[src/rtl/router_pkg.sv]
// rtl/router_pkg.sv - shared router widths, depths and header field positions
package router_pkg;

  localparam int ROUTER_DATA_W     = 8;
  localparam int ROUTER_FIFO_DEPTH = 16;

  // Header byte layout: [7:2] payload length, [1:0] destination
  localparam int ROUTER_LEN_MSB  = 7;
  localparam int ROUTER_LEN_LSB  = 2;
  localparam int ROUTER_ADDR_MSB = 1;
  localparam int ROUTER_ADDR_LSB = 0;

  localparam int ROUTER_PKT_CNT_W = ROUTER_LEN_MSB - ROUTER_LEN_LSB + 2;

  typedef logic [ROUTER_PKT_CNT_W-1:0] pkt_cnt_t;

endpackage

[src/rtl/router_fifo.sv]
// rtl/router_fifo.sv - per-destination output FIFO with read-side packet framing
module router_fifo
  import router_pkg::*;
#(
  parameter int DATA_W = ROUTER_DATA_W,
  parameter int DEPTH  = ROUTER_FIFO_DEPTH,
  parameter int ADDR_W = $clog2(DEPTH)
) (
  input  logic              clk,
  input  logic              rstn,
  input  logic              soft_reset,
  input  logic              we,
  input  logic              lfd_state,
  input  logic [DATA_W-1:0] din,
  input  logic              re,
  output logic [DATA_W-1:0] dout,
  output logic              dout_valid,
  output logic              dout_hdr,
  output logic              pkt_end,
  output logic              full,
  output logic              empty,
  output logic [ADDR_W:0]   occupancy
);

  localparam logic [ADDR_W:0] PTR_ONE = {{ADDR_W{1'b0}}, 1'b1};

  logic [DATA_W:0] mem [DEPTH];
  logic [ADDR_W:0] wr_ptr;
  logic [ADDR_W:0] rd_ptr;
  pkt_cnt_t        pkt_cnt;
  logic [DATA_W:0] rd_entry;
  logic            wr_ok;
  logic            rd_ok;
  logic            flush;

  assign empty     = (wr_ptr == rd_ptr);
  assign full      = (wr_ptr[ADDR_W] != rd_ptr[ADDR_W]) &&
                     (wr_ptr[ADDR_W-1:0] == rd_ptr[ADDR_W-1:0]);
  assign occupancy = wr_ptr - rd_ptr;

  assign flush    = !rstn || soft_reset;
  assign wr_ok    = we && !full;
  assign rd_ok    = re && !empty;
  assign rd_entry = mem[rd_ptr[ADDR_W-1:0]];

  // Storage is never cleared; flushing the pointers makes old entries unreachable
  always_ff @(posedge clk) begin
    if (!flush && wr_ok) begin
      mem[wr_ptr[ADDR_W-1:0]] <= {lfd_state, din};
    end
  end

  always_ff @(posedge clk) begin
    if (flush) begin
      wr_ptr     <= '0;
      rd_ptr     <= '0;
      pkt_cnt    <= '0;
      dout       <= '0;
      dout_valid <= 1'b0;
      dout_hdr   <= 1'b0;
      pkt_end    <= 1'b0;
    end else begin
      if (wr_ok) begin
        wr_ptr <= wr_ptr + PTR_ONE;
      end
      if (rd_ok) begin
        rd_ptr     <= rd_ptr + PTR_ONE;
        dout       <= rd_entry[DATA_W-1:0];
        dout_hdr   <= rd_entry[DATA_W];
        dout_valid <= 1'b1;
        // A header always reloads, even mid-packet; count covers payload plus parity
        if (rd_entry[DATA_W]) begin
          pkt_cnt <= {1'b0, rd_entry[ROUTER_LEN_MSB:ROUTER_LEN_LSB]} + pkt_cnt_t'(1);
          pkt_end <= 1'b0;
        end else if (pkt_cnt != '0) begin
          pkt_cnt <= pkt_cnt - pkt_cnt_t'(1);
          pkt_end <= (pkt_cnt == pkt_cnt_t'(1));
        end else begin
          pkt_end <= 1'b0;
        end
      end else begin
        dout_valid <= 1'b0;
        pkt_end    <= 1'b0;
      end
    end
  end

endmodule

[config.mk]
export PLATFORM = sky130hd
export DESIGN_NAME = router_fifo
export DESIGN_NICKNAME = d
export VERILOG_FILES = /design/src/rtl/router_pkg.sv /design/src/rtl/router_fifo.sv
export SDC_FILE = /design/constraint.sdc
export NUM_CORES = 1
export LEC_CHECK = 0
export BUFFER_PORTS_ARGS = -buffer_cell sky130_fd_sc_hd__buf_2
export CAP_MARGIN = 20
export CELL_PAD_IN_SITES_DETAIL_PLACEMENT = 0
export CELL_PAD_IN_SITES_GLOBAL_PLACEMENT = 1
export CORE_ASPECT_RATIO = 0.9
export CORE_MARGIN = 3
export CORE_UTILIZATION = 52
export DETAILED_ROUTE_END_ITERATION = 10
export PLACE_DENSITY_LB_ADDON = 0.1
export SKIP_CTS_REPAIR_TIMING = 1
export SYNTH_ARGS = -nofsm -noshare
export SYNTH_HDL_FRONTEND = slang
export SYNTH_SLANG_ARGS = --single-unit
export TNS_END_PERCENT = 20
[constraint.sdc]
create_clock -name clk -period 3.4 [get_ports clk]
set_input_delay 0.68 -clock clk [delete_from_list [all_inputs] [get_ports clk]]
set_output_delay 0.68 -clock clk [all_outputs]
set_load 0.02 [all_outputs]
### After elaboration in Yosys (flattened, before gate mapping)

Memories as Yosys holds them, arrays and structs flattened. A register that Yosys moved wholly into a read port is not among the register bits.
Index checks and enable logic that the tools add are counted.
Widths: inputs -> output; s select.

* register bits after elaboration: 28
* bits in writable memories: 144
* input port bits: 14
* output and inout port bits: 18
* word-level logic and storage cells: 39
* memories: 1

* $add $sub $neg: 5
* eq/ne operators: 4
* mux-type cells: 7
* bitwise logic cells: 2
* reduce and logical (&&, ||, !) cells: 13

Memory list
* mem: words 16, width 9, rd ports 1, clocked after memory_dff 1, write ports 1, line router_fifo.sv:27 `logic [DATA_W:0] mem [DEPTH];`

Operators with widths (count)
* $mux 7: 2
* $add 5x1->5 const B: 2
* $mux 4: 2
* $add 6x1->7 const B: 1
* $eq 7x1->1 const B: 1
* $reduce_bool 7->1: 1
* $sub 7x1->7 const B: 1
* $eq 5x5->1: 1
* $sub 5x5->5: 1
* $eq 4x4->1: 1
* $logic_and 1x1->1: 4
* $logic_not 1->1: 4
* $reduce_or 4->1: 1
* $mux 1: 3
* $not 1->1: 2
* $reduce_and 2->1: 1
* $reduce_bool 2->1: 1
* $logic_or 1x1->1: 1
* $ne 1x1->1: 1

### Logic depth before layout (Yosys ltp)

* word-level depth: 7
* depth in mapped cells: 9
* depth with buffers taken out: 8

### Worst setup path after synthesis

Ideal clock, no wire load.

* path kind: register to register
* start point: reg wr_ptr[0]
* end point: mem mem[3][0] (netlist bit), enable pin
* setup time: 0.387 ns
* arrival: 2.415 ns
* data required time: 3.013 ns
* slack: 0.598 ns
* cell stages (with the launch flop): 9
* buffers on the path: 0
* period minus slack after synthesis: 2.802 ns
* cells stage by stage: dfxtp_1 inv_1 ha_1 nand4_1 nor2b_1 nor2b_1 nor2b_1 nand2_1 nor3_1

* cells in the longest elaborated chain, start to end: 7

RTL lines
* start: declaration: line router_fifo.sv:28 `logic [ADDR_W:0] wr_ptr;`
* start signal: assignment: line router_fifo.sv:64 `wr_ptr <= wr_ptr + PTR_ONE;`
* $eq 4x4->1: line router_fifo.sv:38 `(wr_ptr[ADDR_W-1:0] == rd_ptr[ADDR_W-1:0]);`
* $logic_and 1x1->1: line router_fifo.sv:37 `assign full = (wr_ptr[ADDR_W] != rd_ptr[ADDR_W]) &&`
* net full: line router_fifo.sv:20 `output logic full,`
* $logic_not 1->1: line router_fifo.sv:42 `assign wr_ok = we && !full;`
* $logic_and 1x1->1: line router_fifo.sv:42
* $logic_and 1x1->1: line router_fifo.sv:48 `if (!flush && wr_ok) begin`
* $mux 1: line router_fifo.sv:48
* $mux 1 (implied by the code): line router_fifo.sv:49 `mem[wr_ptr[ADDR_W-1:0]] <= {lfd_state, din};`
* end: declaration: line router_fifo.sv:27

The timed path passes the listed nets, and every way through them passes these cells.

### Worst setup path in the final report

* start point: reg wr_ptr[0]
* end point: out occupancy[4]

* cells in the longest elaborated chain, start to end: 1

RTL lines
* $sub 5x5->5: line router_fifo.sv:39 `assign occupancy = wr_ptr - rd_ptr;`
* end: declaration: line router_fifo.sv:22 `output logic [ADDR_W:0] occupancy`

No other way between the ends.

==> impl_metrics.env <==
export IMPL_synth_distinct_cells=46
export IMPL_coreArea_mm2=0.01308
export IMPL_timing_rr_end="pkt_cnt[5]"
export IMPL_grt_overflow_total=0
export IMPL_rrSetupSlack_ns=0.72
export IMPL_dr_total_vias=3852
export IMPL_hold_depth=2
export IMPL_synth_top_area_cell="edfxtp_1"
export IMPL_finalClockSkew_ns=0.006968
export IMPL_drv_slew=0
export IMPL_layout_min_cycle_time_ns=2.844
export IMPL_cts_clk_slew_worst_paths_ns=0.07
export IMPL_grt_pass1_wl_mm=22.63
export IMPL_die_h_um=117.2
export IMPL_maxCapViolCount=0
export IMPL_diodes=0
export IMPL_syn_num_nets=459
export IMPL_cts_made_buffers=17
export IMPL_finalSetupViolations=0
export IMPL_ant_nets=0
export IMPL_cp_required_ns=2.72
export IMPL_tns_ns=0
export IMPL_fin_nets=513
export IMPL_cts_sinks=176
export IMPL_synth_seq_area_share_pct=69.55
export IMPL_first_pass_iters=4
export IMPL_cp_start_kind="flip-flop"
export IMPL_hold_viol=0
export IMPL_drc=0
export IMPL_finalCritPeriodShare_pct=83.66
export IMPL_run_status="complete, no violations"
export IMPL_max_freq_mhz=351.6
export IMPL_wire_per_inst_um=21.97
export IMPL_p_leak_nw=2.692
export IMPL_crit_type="flip-flop to output pin"
export IMPL_grt_pass1_vias=3873
export IMPL_avgSynthCellArea_um2=16.56
export IMPL_cts_buffer_depth=2
export IMPL_cts_max_level=4
export IMPL_grt_start_max_net_pins=31
export IMPL_max_slew_margin_rel_pct=41.43
export IMPL_rsz0062_at_grt="no"
export IMPL_cts_root_buf="clkbuf_16"
export IMPL_cts_tree="yes"
export IMPL_netlist_area_mm2=0.007138
export IMPL_yosysWarnings=0
export IMPL_min_to="dout[6]"
export IMPL_finalCoreUtilization_pct=62.27
export IMPL_p_per_area_mw_per_mm2=540.1
export IMPL_clock_latency_ns=0.43
export IMPL_io_buffers=31
export IMPL_finalWirelength_mm=14.52
export IMPL_worst_setup_path_end_kind="output pin"
export IMPL_cp_max_fo=5
export IMPL_yosysTopAreaCellShare_pct=60.58
export IMPL_start_util_pct=54.58
export IMPL_dpl_hpwl_mm=9.318
export IMPL_syn_inst=431
export IMPL_dieArea_mm2=0.01517
export IMPL_rr_worst_depth=6
export IMPL_drtIter0Drc=295
export IMPL_io_pins=32
export IMPL_ir_drop_mv=0.6450
export IMPL_gp_congestion=0.7650
export IMPL_worst_pin_slew_ns=0.8563
export IMPL_hold_path_class="flip-flop to flip-flop"
export IMPL_via_per_inst=5.828
export IMPL_worstHoldStart="dout[6]"
export IMPL_grt_usage_pct=21.11
export IMPL_drive_gt1_share_pct=25.35
export IMPL_synth_area_top_cells="edfxtp_1 (61%), mux4_2 (12%), dfxtp_1 (9.0%)"
export IMPL_power_total_mw=4.398
export IMPL_crit_arrival_ns=2.16
export IMPL_rows=39
export IMPL_antenna_found_initial=0
export IMPL_die_width_um=129.5
export IMPL_ys_ff_latch=176
export IMPL_area_delta_synth_final_pct=14.08
cell families (layout without fill, tap and decap cells):
family	Yosys count	count (layout)	synth area share, %
AO/OA/AOI/OAI	54	54	4.803
AND/OR/NAND/NOR	99	99	6.433
flip-flops	176	176	69.55
XOR/XNOR	14	14	1.718
adder cells (fa/ha/maj)	14	14	2.559
buffers and inverters	33	99	2.349
multiplexers	41	41	12.59
state kept, by name, indices dropped and copies added (netlist names), named ones only:
register    count
dout            8
dout_hdr        1
dout_valid      1
mem           144
pkt_cnt         7
pkt_end         1
rd_ptr          5
wr_ptr          5
stage by stage:
stage	instances	hold WS, ns	area, µm²	setup slack, ns
finish	661	0.4502	8143	0.5557
global route	661	0.4758	8143	0.3770
CTS	661	0.4535	8143	0.5320
detailed placement	630	0.4444	7561	0.6955
global placement	630	0.4404	7561	0.6965
floorplan	431	0.4629	7138	0.5980
layer usage:
metal  global-route usage (%)  vias to the layer above  routed length (µm)
li1                         -                     1777                   -
met1                    29.44                     1968                6628
met2                    33.63                       89                7027
met3                    5.853                       18                 685
met4                    5.402                        0                 180
met5                        0                        -                   0
worst max-delay path, stage by stage, from the launching register on:
cell and delay (ns):
dfxtp_1 0.42, inv_1 0.12, ha_1 0.23, fa_1 0.40, inv_1 0.07, a21o_1 0.10
a21oi_1 0.08, xor2_1 0.14, buf_2 0.17
synth_stat cells, drive strengths merged:
cell / number
nand3: 3
clkbuf: 8
o21ai: 5
a211o: 1
inv: 12
a31oi: 4
a41oi: 1
nand3b: 1
nand2b: 4
nand2: 34
edfxtp: 144
a21oi: 19
mux2i: 2
mux4: 39
or3: 1
xor2: 7
a2111oi: 1
and2: 3
nor3: 5
ha: 13
or4: 1
o22ai: 2
and4: 1
o211ai: 2
nor3b: 1
nand4: 7
a22oi: 12
o21a: 4
a21o: 2
a311oi: 1
clkinv: 1
fa: 1
xnor2: 7
nor4: 1
nor2: 29
dfxtp: 32
buf: 12
or2: 1
nor2b: 6
and3: 1
layout by cell type (no fill, tap or decap), drive strengths merged, types with 2 or more instances in the layout:
cell	count
edfxtp	144
buf	55
mux4	39
nand2	34
dfxtp	32
nor2	29
a21oi	19
clkbuf	17
inv	17
ha	13
a22oi	12
xor2	7
xnor2	7
nand4	7
nor2b	6
nor3	5
o21ai	5
nand2b	4
o21a	4
a31oi	4
clkinvlp	4
clkinv	4
nand3	3
and2	3
a21o	2
mux2i	2
o211ai	2
o22ai	2
bufinv	2
final cells by class:
type | count | area [µm²]
inverters | 13 | 48.80
flip-flops and latches | 176 | 4966
well taps | 164 | 205.2
repair buffers | 55 | 335.3
fillers | 961 | 4935
clock inverters | 14 | 156.4
clock buffers | 17 | 425.4
multi-input cells | 222 | 2006
how the worst max path moves through the flow:
stage | cells past startpoint | startpoint | slack, ns | to
2_1_floorplan | 8 | wr_ptr[0] | 0.60 | mem[3][0]
3_3_place_gp | 6 | flip-flop | 0.70 | pkt_cnt[5]
3_5_place_dp | 6 | flip-flop | 0.70 | pkt_cnt[5]
4_1_cts | 8 | wr_ptr[0] | 0.53 | occupancy[4]
5_1_grt | 8 | wr_ptr[0] | 0.38 | occupancy[4]
6_report | 8 | wr_ptr[0] | 0.56 | occupancy[4]
power by group:
group	leakage, nW	internal (mW)	total [mW]	switching (mW)
logic	0.865	0.0483	0.133	0.0849
registers	1.55	2.34	2.34	0.00709
clock network	0.274	1.09	1.92	0.833
(Power assumes the default switching activity.)
